<file path="src/rtl/ram_arbiter.sv">
// Round-robin arbiter sharing one single-port RAM between the CPU and the loader.
// Burst-limited tenures; the loader can lock ownership for program download.
module ram_arbiter #(
  parameter int DATA_WIDTH = 8,
  parameter int ADDR_WIDTH = 8,
  parameter int MAX_BURST  = 4
) (
  input  logic                  i_clk,
  input  logic                  i_reset,
  input  logic                  i_cpu_req,
  input  logic                  i_cpu_we,
  input  logic [ADDR_WIDTH-1:0] i_cpu_addr,
  input  logic [DATA_WIDTH-1:0] i_cpu_wdata,
  output logic                  o_cpu_gnt,
  output logic                  o_cpu_rvalid,
  output logic                  o_cpu_halt,
  input  logic                  i_ldr_req,
  input  logic                  i_ldr_we,
  input  logic [ADDR_WIDTH-1:0] i_ldr_addr,
  input  logic [DATA_WIDTH-1:0] i_ldr_wdata,
  input  logic                  i_ldr_lock,
  output logic                  o_ldr_gnt,
  output logic                  o_ldr_rvalid,
  output logic [DATA_WIDTH-1:0] o_rd_data,
  output logic                  o_ram_we,
  output logic                  o_ram_oe,
  output logic [ADDR_WIDTH-1:0] o_ram_addr,
  output logic [DATA_WIDTH-1:0] o_ram_wdata,
  input  logic [DATA_WIDTH-1:0] i_ram_rdata
);

  localparam logic [1:0] S_IDLE = 2'd0;
  localparam logic [1:0] S_CPU  = 2'd1;
  localparam logic [1:0] S_LDR  = 2'd2;
  localparam logic [7:0] LP_MAX = 8'(MAX_BURST);

  logic [1:0]            r_state;
  logic [1:0]            w_state_nxt;
  logic                  r_ptr;
  logic                  w_ptr_nxt;
  logic [7:0]            r_cnt;
  logic [7:0]            w_cnt_nxt;
  logic [7:0]            w_cnt_inc;
  logic                  r_rd_vld;
  logic                  r_rd_tag;
  logic [DATA_WIDTH-1:0] r_rd_data;
  logic                  w_cpu_own;
  logic                  w_ldr_own;
  logic                  w_acc_cpu;
  logic                  w_acc_ldr;
  logic                  w_acc;
  logic                  w_we;

  // r_ptr: 0 favours the CPU, 1 favours the loader
  assign w_cpu_own = (r_state == S_CPU);
  assign w_ldr_own = (r_state == S_LDR);
  assign w_acc_cpu = w_cpu_own & i_cpu_req;
  assign w_acc_ldr = w_ldr_own & i_ldr_req;
  assign w_acc     = w_acc_cpu | w_acc_ldr;
  assign w_we      = w_acc_ldr ? i_ldr_we : i_cpu_we;
  assign w_cnt_inc = (r_cnt >= LP_MAX) ? r_cnt : r_cnt + 8'd1;

  always_comb begin
    o_ram_we    = w_acc & w_we;
    o_ram_oe    = w_acc & ~w_we;
    o_ram_addr  = '0;
    o_ram_wdata = '0;
    if (w_acc_ldr) begin
      o_ram_addr  = i_ldr_addr;
      o_ram_wdata = i_ldr_wdata;
    end else if (w_acc_cpu) begin
      o_ram_addr  = i_cpu_addr;
      o_ram_wdata = i_cpu_wdata;
    end
  end

  always_comb begin
    w_state_nxt = r_state;
    w_ptr_nxt   = r_ptr;
    w_cnt_nxt   = r_cnt;
    case (r_state)
      S_IDLE: begin
        if (i_cpu_req && (!i_ldr_req || !r_ptr)) begin
          w_state_nxt = S_CPU;
          w_ptr_nxt   = 1'b1;
          w_cnt_nxt   = '0;
        end else if (i_ldr_req) begin
          w_state_nxt = S_LDR;
          w_ptr_nxt   = 1'b0;
          w_cnt_nxt   = '0;
        end
      end
      S_CPU: begin
        if (!i_cpu_req || (w_cnt_inc == LP_MAX && i_ldr_req)) begin
          w_cnt_nxt   = '0;
          w_state_nxt = i_ldr_req ? S_LDR : S_IDLE;
          if (i_ldr_req) w_ptr_nxt = 1'b0;
        end else begin
          w_cnt_nxt = w_cnt_inc;
        end
      end
      S_LDR: begin
        if (!i_ldr_req ||
            (w_cnt_inc == LP_MAX && i_cpu_req && !i_ldr_lock)) begin
          w_cnt_nxt   = '0;
          w_state_nxt = i_cpu_req ? S_CPU : S_IDLE;
          if (i_cpu_req) w_ptr_nxt = 1'b1;
        end else begin
          w_cnt_nxt = w_cnt_inc;
        end
      end
      default: begin
        w_state_nxt = S_IDLE;
        w_cnt_nxt   = '0;
      end
    endcase
  end

  always_ff @(posedge i_clk) begin
    if (i_reset) begin
      r_state   <= S_IDLE;
      r_ptr     <= 1'b0;
      r_cnt     <= '0;
      r_rd_vld  <= 1'b0;
      r_rd_tag  <= 1'b0;
      r_rd_data <= '0;
    end else begin
      r_state  <= w_state_nxt;
      r_ptr    <= w_ptr_nxt;
      r_cnt    <= w_cnt_nxt;
      r_rd_vld <= o_ram_oe;
      if (o_ram_oe) begin
        r_rd_tag  <= w_acc_ldr;
        r_rd_data <= i_ram_rdata;
      end
    end
  end

  assign o_cpu_gnt    = w_cpu_own;
  assign o_ldr_gnt    = w_ldr_own;
  assign o_cpu_rvalid = r_rd_vld & ~r_rd_tag;
  assign o_ldr_rvalid = r_rd_vld & r_rd_tag;
  assign o_rd_data    = r_rd_data;
  assign o_cpu_halt   = w_ldr_own |
                        ((r_state == S_IDLE) & i_ldr_req & r_ptr);

endmodule

</file>
<file path="config.mk">
export PLATFORM = sky130hd
export DESIGN_NAME = ram_arbiter
export DESIGN_NICKNAME = d
export VERILOG_FILES = /design/src/rtl/ram_arbiter.sv
export SDC_FILE = /design/constraint.sdc
export NUM_CORES = 1
export LEC_CHECK = 0
export CAP_MARGIN = 0
export CORE_MARGIN = 2
export CORE_UTILIZATION = 36
export CTS_CLUSTER_SIZE = 24
export DETAILED_ROUTE_END_ITERATION = 6
export HOLD_SLACK_MARGIN = 0.1
export PLACE_DENSITY = 0.9
export SYNTH_ARGS = -nofsm -noshare
export SYNTH_HDL_FRONTEND = slang
export SYNTH_SLANG_ARGS = --single-unit
</file>
<file path="constraint.sdc">
create_clock -name i_clk -period 2.7 [get_ports i_clk]
set_input_delay 0.54 -clock i_clk [delete_from_list [all_inputs] [get_ports i_clk]]
set_output_delay 0.54 -clock i_clk [all_outputs]
set_load 0.05 [all_outputs]
</file>
# ---- Word-level counts from Yosys, hierarchy flattened
# Index checks and enable logic that the tools add are counted.
dict set report op_classes {
  n_mux 24
  n_addsub 1
  order_cmp 1
  eq_ne 7
  n_reduce_logical 15
  n_bitwise 12
}
# op count
set ops {}
lappend ops {{$mux W8} 9}
lappend ops {{$pmux W8 S3} 1}
lappend ops {{$mux W2} 5}
lappend ops {{$add A8 B1 Y8 const B} 1}
lappend ops {{$and A1 B1 Y1} 8}
lappend ops {{$eq A8 B3 Y1 const B} 1}
lappend ops {{$ge A8 B3 Y1 const B} 1}
lappend ops {{$mux W1} 7}
lappend ops {{$pmux W2 S3} 1}
lappend ops {{$logic_and A1 B1 Y1} 4}
lappend ops {{$logic_not A1 Y1} 4}
lappend ops {{$ne A2 B1 Y1 const B} 2}
lappend ops {{$reduce_and A4 Y1} 1}
lappend ops {{$logic_or A1 B1 Y1} 3}
lappend ops {{$ne A3 B3 Y1 const B} 1}
lappend ops {{$pmux W1 S3} 1}
lappend ops {{$reduce_and A3 Y1} 1}
lappend ops {{$reduce_bool A3 Y1} 1}
lappend ops {{$eq A2 B1 Y1 const B} 1}
lappend ops {{$eq A2 B2 Y1 const B} 1}
lappend ops {{$logic_not A2 Y1} 1}
lappend ops {{$ne A2 B2 Y1 const B} 1}
lappend ops {{$not A1 Y1} 2}
lappend ops {{$or A1 B1 Y1} 2}
dict set report totals {
  inputBits 47
  output_inout_bits 31
  reg_bits 21
  wordCells 66
}

# ---- Longest topological paths before layout
# Gate-level depths: netlist of run 1.
dict set report logic_depth {
  word_depth 8
  mapped_depth 9
  mapped_depth_nobuf 7
}

# ---- Least setup slack after synthesis of run 1
# No wires, ideal clock.
dict set report synth_path {
  path_type {register to output}
  from {reg r_state[0]}
  to {out o_ram_addr[0]}
  arrival_ns 2.353
  path_buffers 2
  stages_incl_launch_ff 8
  required_time_ns 2.160
  slack_ns -0.193
  path_cell_list {dfxtp_1 > inv_1 > ha_1 > and2_1 > buf_2 > nor2_1 > clkbuf_1 > a22o_1}
}
dict set report synth_via {
  word_cells_on_any_way 6
}
# item line
set synth_rtl {}
lappend synth_rtl {{start: declaration} 37} ;# logic [1:0] r_state;
lappend synth_rtl {{start signal: assignment} 128} ;# r_state <= w_state_nxt;
lappend synth_rtl {{$eq A2 B2 Y1} 56} ;# assign w_ldr_own = (r_state == S_LDR);
lappend synth_rtl {{net o_ldr_gnt} 22} ;# output logic o_ldr_gnt,
lappend synth_rtl {{$and A1 B1 Y1} 58} ;# assign w_acc_ldr = w_ldr_own & i_ldr_req;
lappend synth_rtl {{$mux W8} 68} ;# if (w_acc_ldr) begin
lappend synth_rtl {{end: declaration} 27} ;# output logic [ADDR_WIDTH-1:0] o_ram_addr,
# The timed path passes the listed nets, and every way through them passes these cells.

# ---- Worst setup path in the final report of run 1
dict set report layout_path {
  from {reg r_state[0]}
  to {out o_ram_wdata[2]}
}
dict set report layout_via {
  elab_chain_cells 4
  word_cells_on_any_way 6
}
# item line
set layout_rtl {}
lappend layout_rtl {{$eq A2 B1 Y1} 55} ;# assign w_cpu_own = (r_state == S_CPU);
lappend layout_rtl {{$and A1 B1 Y1} 57} ;# assign w_acc_cpu = w_cpu_own & i_cpu_req;
lappend layout_rtl {{$mux W8} 71} ;# end else if (w_acc_cpu) begin
lappend layout_rtl {{$mux W8 (*)} 68}
lappend layout_rtl {{end: declaration} 28} ;# output logic [DATA_WIDTH-1:0] o_ram_wdata,
# Mark *: on every way between the ends. The rest lies on a longest branch, timed or not.

==> metrics.yaml, run 1 <==
clock_network:
  cts_setup_buffers: 0
  source_to_sink_clock_delay_at_the_later_pin_of_the_worst_skew_pair_ps: 300
  clock-sinks: 21
  cts-root-to-sink-buffers: 2
  clk_pin_slew_ps: 110
  cts.hold.buffers_added: 0
  cts_repair_resize_count: 0
  clock_buffer_count_from_cts: 3
  cts_root_buf: "sky130_fd_sc_hd__clkbuf_4"
  number_of_h_tree_levels: 1
  cts_tree: "done"
global_routing:
  first_global_vias: 1232
  grt_start_max_net_pins: 18
  grt_antenna_before_repair: 0
  grtUsageTotal_pct: 19.5
  grt_pass1_wl_microns: 5570
  gr-total-overflow: 0
sta:
  finalMaxSlewViolations: 0
  finalCritPeriodShare_pct: 94.3
  setup_viol: 0
  finalHoldViolations: 0
  finalWorstPathRequiredPeriod_ps: 2550
  tns_ps: 0
  actual_slew_at_the_worst_max_slew_pin_ps: 556
  fin_skew_ps: 1.69
  max_slew_margin_vs_limit_pct: 62.8
  grt_setup_unrepaired: "false"
  hold_slack_ps: 475
  fmaxAchievable_mhz: 393
placement:
  gpl.final_weighted_congestion: 0.846
  post-dp-hpwl_microns: 3120
  port-buffer-count: 77
  placedCellCount: 254
critical_path:
  cp_buf_inv_count: 3
  arrival_time_at_the_worst_endpoint_ps: 2010
  critical-path-top-delay-family: "buffers and inverters"
  crit_path_cell_trace: "inv_1, ha_2, and2_1, nor2_1, buf_4, a22o_1, buf_12"
  crit_slowest_cell: "sky130_fd_sc_hd__dfxtp_1"
  cp_data_required_time_ps: 2160
  count_of_cell_instances_traversed_by_the_critical_path: 7
  critical_path.endpoint_type: "output port"
  worst-setup-path-type: "reg2out"
  worstRegToRegCells: 8
  timing.critical_path.fanout_max: 17
  max_stage_delay_ps: 400
  timing.critical_path.from_type: "register"
run_status:
  run_status: "completed"
route:
  vias: 1348
  antenna_violating_nets_post_route: 0
  route.detailed.wl_per_inst_microns: 14.8
  routed_wirelength_microns: 3830
  first_pass_iters: 4
  drt_iter0_drc: 36
  routed_via_density: 5.22
  drt_drc_violations_left: 0
final_layout:
  layout_cells_sized_above_1_pct: 20.1
  flow.area_growth_from_synthesis_pct: 91.2
  layout_commonest_cell: "sky130_fd_sc_hd__clkdlybuf4s50_1"
  finalCoreUtilization_pct: 72.9
  n_antenna_cell: 0
  mostFrequentLayoutCells: "sky130_fd_sc_hd__clkdlybuf4s50_1, sky130_fd_sc_hd__dfxtp_1, sky130_fd_sc_hd__buf_12"
  fillCellCount: 245
  finalNonFillerCells: 258
  final_net_count: 268
die:
  design.portCount: 78
  core_region_area_sq_um: 3100
  dieWidth_microns: 61.3
  floorplan.die_area_sq_um: 3760
  initial_utilization_pct: 38.1
  num_rows: 20
  dieHeight_microns: 61.3
power_and_ir_drop:
  share_comb_of_total_power_pct: 66.6
  p_int_mw: 0.894
  power_density_nw_per_um2: 701
  power.switching_mw: 0.692
  power.total_mw: 1.59
  power.clock.fraction_pct: 9.5
  power.leakage_nw: 0.889
  power.switching_fraction_pct: 43.6
  part_of_the_power_in_registers_pct: 23.9
  vdd_ir_max_mv: 0.380
synthesis:
  postSynthRegisterBits: 21
  netlist_instances: 133
  postSynth.asyncResetShare_pct: 0
  synthesis.area_sq_um: 1180
  yosysWarningCount: 0
  ys.flop_type: "sky130_fd_sc_hd__dfxtp_1"
  ys_seq_area_share_pct: 35.5
  syn_nets: 186
  post_synth_num_cell_types: 36
  avgSynthCellArea_sq_um: 8.90
  synth_edf_count: 0
min_path:
  tightest_hold_check_type: "reg2reg"
  worst_hold_path.num_cells: 1
run:
  max-cap-violations: 0
## metal layers
metal | part of all wire [%] | global-route usage (%) | up-vias
li1 | - | - | 653
met1 | 39 | 23.4 | 618
met2 | 49 | 36.0 | 73
met3 | 11 | 3.78 | 4
met4 | 0.44 | 4.56 | 0
met5 | 0 | 0 | -
## cell usage after synthesis, drive strengths merged (2+ instances only)
cell type	number	area share (%)
or4	3	2.2
nand2	6	1.9
nor2	12	3.8
ha	6	6.3
o21ai	2	0.85
a22o	17	13
inv	8	2.5
dfxtp	21	36
buf	3	1.3
a21oi	7	3.0
clkbuf	4	1.3
nor3b	3	1.9
and2	8	4.2
mux2i	8	6.8
nand3	4	1.7
nand4	2	1.1
## worst register-to-register path: cells and delay by family (launching register included)
kind,cells,cell delay (ps)
fa+ha+maj,1,310
compound gates,4,950
simple gates,1,200
buf+inv,2,320
flops,1,410
## sequential cells by signal, indices dropped and copies added, names as in the netlist
register	count
r_rd_vld	1
o_rd_data	8
r_cnt	8
r_rd_tag	1
r_state	2
r_ptr	1
## cells by family (layout without fill, tap and decap cells)
group | Yosys count | in the layout | share of synthesized area [%]
buffers and inverters | 15 | 96 | 5.07
AND/OR/NAND/NOR | 43 | 43 | 20.0
AO/OA/AOI/OAI | 40 | 40 | 26.3
adder cells (fa/ha/maj) | 6 | 6 | 6.34
flip-flops | 21 | 21 | 35.5
multiplexers | 8 | 8 | 6.77
## power by group through the flow
stage          Sequential, mW  Combinational (mW)  Clock (mW)
2_1_floorplan           0.419               0.569           0
3_3_place_gp            0.385                1.04           0
3_5_place_dp            0.386                1.06           0
4_1_cts                 0.380                1.06       0.154
5_1_grt                 0.386                1.11       0.168
6_report                0.379                1.06       0.151
## per-stage QoR
stage	instance area, sq um	worst slack [ps]
after global routing	2260	42.6
after floorplan	1200	119
after detailed placement	2240	178
after global placement	2240	231
final	2260	155
after CTS	2260	142
## area by class of cell
cell class                      instances  area, sq um  area share [%]
Clock buffer                            4         26.3            1.16
Sequential cell                        21          420            18.6
Tap cell                               44         55.1            2.43
Inverter                                8         30.0            1.33
Timing Repair Buffer                   84         1010            44.8
Multi-Input combinational cell         97          718            31.7
## worst paths after layout
path                                 start        endpoint  slack (ps)
worst max-delay path            r_state[0]  o_ram_wdata[2]         150
worst min-delay path              r_cnt[7]        r_cnt[7]         480
worst max register to register    r_cnt[0]        r_cnt[2]         400
worst min register to register    r_cnt[7]        r_cnt[7]         480
(Power assumes the default switching activity.)
==> run 2: changes to the inputs <==
--- a/config.mk
+++ b/config.mk
@@ -6,7 +6,6 @@
 export NUM_CORES = 1
 export LEC_CHECK = 0
 export CAP_MARGIN = 0
-export CORE_MARGIN = 2
 export CORE_UTILIZATION = 36
 export CTS_CLUSTER_SIZE = 24
 export DETAILED_ROUTE_END_ITERATION = 6
==> run 2 against run 1 <==
Via count is 2.4% lower. Largest cell class unchanged. Routed wire length decreased by 5.2%. First-iteration DRC count grew 36%. Combinational power hardly changed. Clock power down 4%. Highest routed layer unchanged. Sequential power about the same. Worst hold slack gained 0.90 ps. Sequential cell count unchanged. Clock-buffer cell count did not move.
==> metrics.yaml, run 2 (synthesized netlist as in run 1, its figures left out) <==
run_status:
  run_status: "completed"
critical_path:
  cp_data_required_time_ps: 2160  # about the same
  arrival_time_at_the_worst_endpoint_ps: 1960  # -50 ps
  timing.critical_path.fanout_max: 17  # unchanged
  critical_path.endpoint_type: "output port"
  timing.critical_path.from_type: "register"
  worst-setup-path-type: "reg2out"
die:
  dieHeight_microns: 59.3  # -3.3%
  design.portCount: 78  # unchanged
  initial_utilization_pct: 38.5  # +0.31 points
  floorplan.die_area_sq_um: 3520  # -6.4%
  num_rows: 20  # unchanged
  core_region_area_sq_um: 3080  # -0.81%
  dieWidth_microns: 59.3  # -3.3%
clock_network:
  cts_root_buf: "sky130_fd_sc_hd__clkbuf_4"
  clock-sinks: 21  # unchanged
  cts-root-to-sink-buffers: 2  # unchanged
  source_to_sink_clock_delay_at_the_later_pin_of_the_worst_skew_pair_ps: 290  # about the same
  clk_pin_slew_ps: 110  # about the same
  number_of_h_tree_levels: 1  # unchanged
  clock_buffer_count_from_cts: 3  # unchanged
  cts_tree: "done"
  cts_setup_buffers: 0  # unchanged
  cts_repair_resize_count: 0  # unchanged
  cts.hold.buffers_added: 0  # unchanged
power_and_ir_drop:
  power.leakage_nw: 0.895  # +0.60%
  vdd_ir_max_mv: 0.304  # -20%
  power_density_nw_per_um2: 698  # -0.40%
route:
  vias: 1316  # -2.4%
  drt_drc_violations_left: 0  # unchanged
  antenna_violating_nets_post_route: 0  # unchanged
  routed_wirelength_microns: 3630  # -5.2%
  route.detailed.wl_per_inst_microns: 14.0  # -5.6%
  routed_via_density: 5.08  # -2.8%
  first_pass_iters: 4  # unchanged
  drt_iter0_drc: 49  # +36%
sta:
  fmaxAchievable_mhz: 401  # +2.0%
  actual_slew_at_the_worst_max_slew_pin_ps: 531  # -24.7 ps
  post-route-worst-setup-slack_ps: 204  # +49.4 ps
  finalWorstPathRequiredPeriod_ps: 2500  # -49.4 ps
  tns_ps: 0  # unchanged
  grt_setup_unrepaired: "false"
  finalHoldViolations: 0  # unchanged
  finalCritPeriodShare_pct: 92.4  # -1.8 points
  finalMaxSlewViolations: 0  # unchanged
  hold_slack_ps: 476  # +0.901 ps
  fin_skew_ps: 1.27  # -0.422 ps
  setup_viol: 0  # unchanged
  max_slew_margin_vs_limit_pct: 64.5  # +1.6 points
min_path:
  tightest_hold_check_type: "reg2reg"
placement:
  post-place-ws_ps: 276  # +98.0 ps
  gpl.final_weighted_congestion: 0.802  # -5.1%
  port-buffer-count: 77  # unchanged
  post-dp-hpwl_microns: 2980  # -4.3%
final_layout:
  mostFrequentLayoutCells: "sky130_fd_sc_hd__clkdlybuf4s50_1, sky130_fd_sc_hd__dfxtp_1, sky130_fd_sc_hd__buf_12"
  n_antenna_cell: 0  # unchanged
  finalCoreUtilization_pct: 73.8  # +0.84 points
  layout_cells_sized_above_1_pct: 20.5  # +0.37 points
  final_net_count: 269  # +0.37%
  register_area_sq_um: 420  # unchanged
  layout_commonest_cell: "sky130_fd_sc_hd__clkdlybuf4s50_1"
  flow.area_growth_from_synthesis_pct: 91.9
  fillCellCount: 227  # -7.3%
  multi_input_comb_area_sq_um: 718  # unchanged
global_routing:
  grt_antenna_before_repair: 0  # unchanged
  grtUsageTotal_pct: 20.5  # +0.92 points
  grt_pass1_wl_microns: 5550  # -0.38%
  gr-total-overflow: 0  # unchanged
  first_global_vias: 1212  # -1.6%
  grt_start_max_net_pins: 18  # unchanged
run:
  max-cap-violations: 0  # unchanged
## run 2: cell types whose count changed in the layout (fill, tap and decap cells not counted), sizes merged
cell  previous run  this run
buf             26        27
## run 2: metrics by stage
stage / cells / total power, mW / instance area (sq um)
CTS: 259 / 1.59 / 2270
floorplan: 133 / 0.989 / 1200
detailed placement: 255 / 1.44 / 2240
global route: 259 / 1.67 / 2270
global placement: 255 / 1.43 / 2240
finish: 259 / 1.58 / 2270
## run 2: worst max-delay path, cell delays in order (launching register included)
cell and delay (ps):
sky130_fd_sc_hd__dfxtp_1 400, sky130_fd_sc_hd__inv_1 100, sky130_fd_sc_hd__ha_2 240, sky130_fd_sc_hd__and2_1 210, sky130_fd_sc_hd__nor2_1 110, sky130_fd_sc_hd__buf_4 210, sky130_fd_sc_hd__a22o_1 230, sky130_fd_sc_hd__buf_12 150
## run 2: metal layers
layer / part of all wire (%) / wire length [microns] / up-vias / global-route usage (%)
met4: 0.28 / 10 / 0 / 4.76
met5: 0 / 0 / - / 0
met2: 50 / 1810 / 57 / 37.1
met3: 10 / 367 / 2 / 5.46
met1: 40 / 1440 / 601 / 23.7
li1: - / - / 656 / -
## run 2: final timing paths
check                                 from              to  slack, ps  depth (start not counted)
worst min register to register    r_cnt[6]        r_cnt[6]        480                          1
worst min-delay path              r_cnt[6]        r_cnt[6]        480                          1
worst max-delay path            r_state[0]  o_ram_wdata[7]        200                          7
worst max register to register    r_cnt[0]        r_cnt[2]        410                          8
## run 2: final cells by class
| type | count | area share, % |
|---|---|---|
| Multi-Input combinational cell | 97 | 31.6 |
| Clock buffer | 4 | 1.16 |
| Inverter | 8 | 1.32 |
| Sequential cell | 21 | 18.5 |
| Tap cell | 44 | 2.42 |
| Timing Repair Buffer | 85 | 45.0 |
## run 2: where the power goes
part	leakage [nW]	switching, mW	total, mW	internal (mW)
combinational	0.709	0.566	1.06	0.493
sequential	0.170	0.0340	0.381	0.348
clock	0.0150	0.0879	0.145	0.0575
total	0.895	0.687	1.58	0.898
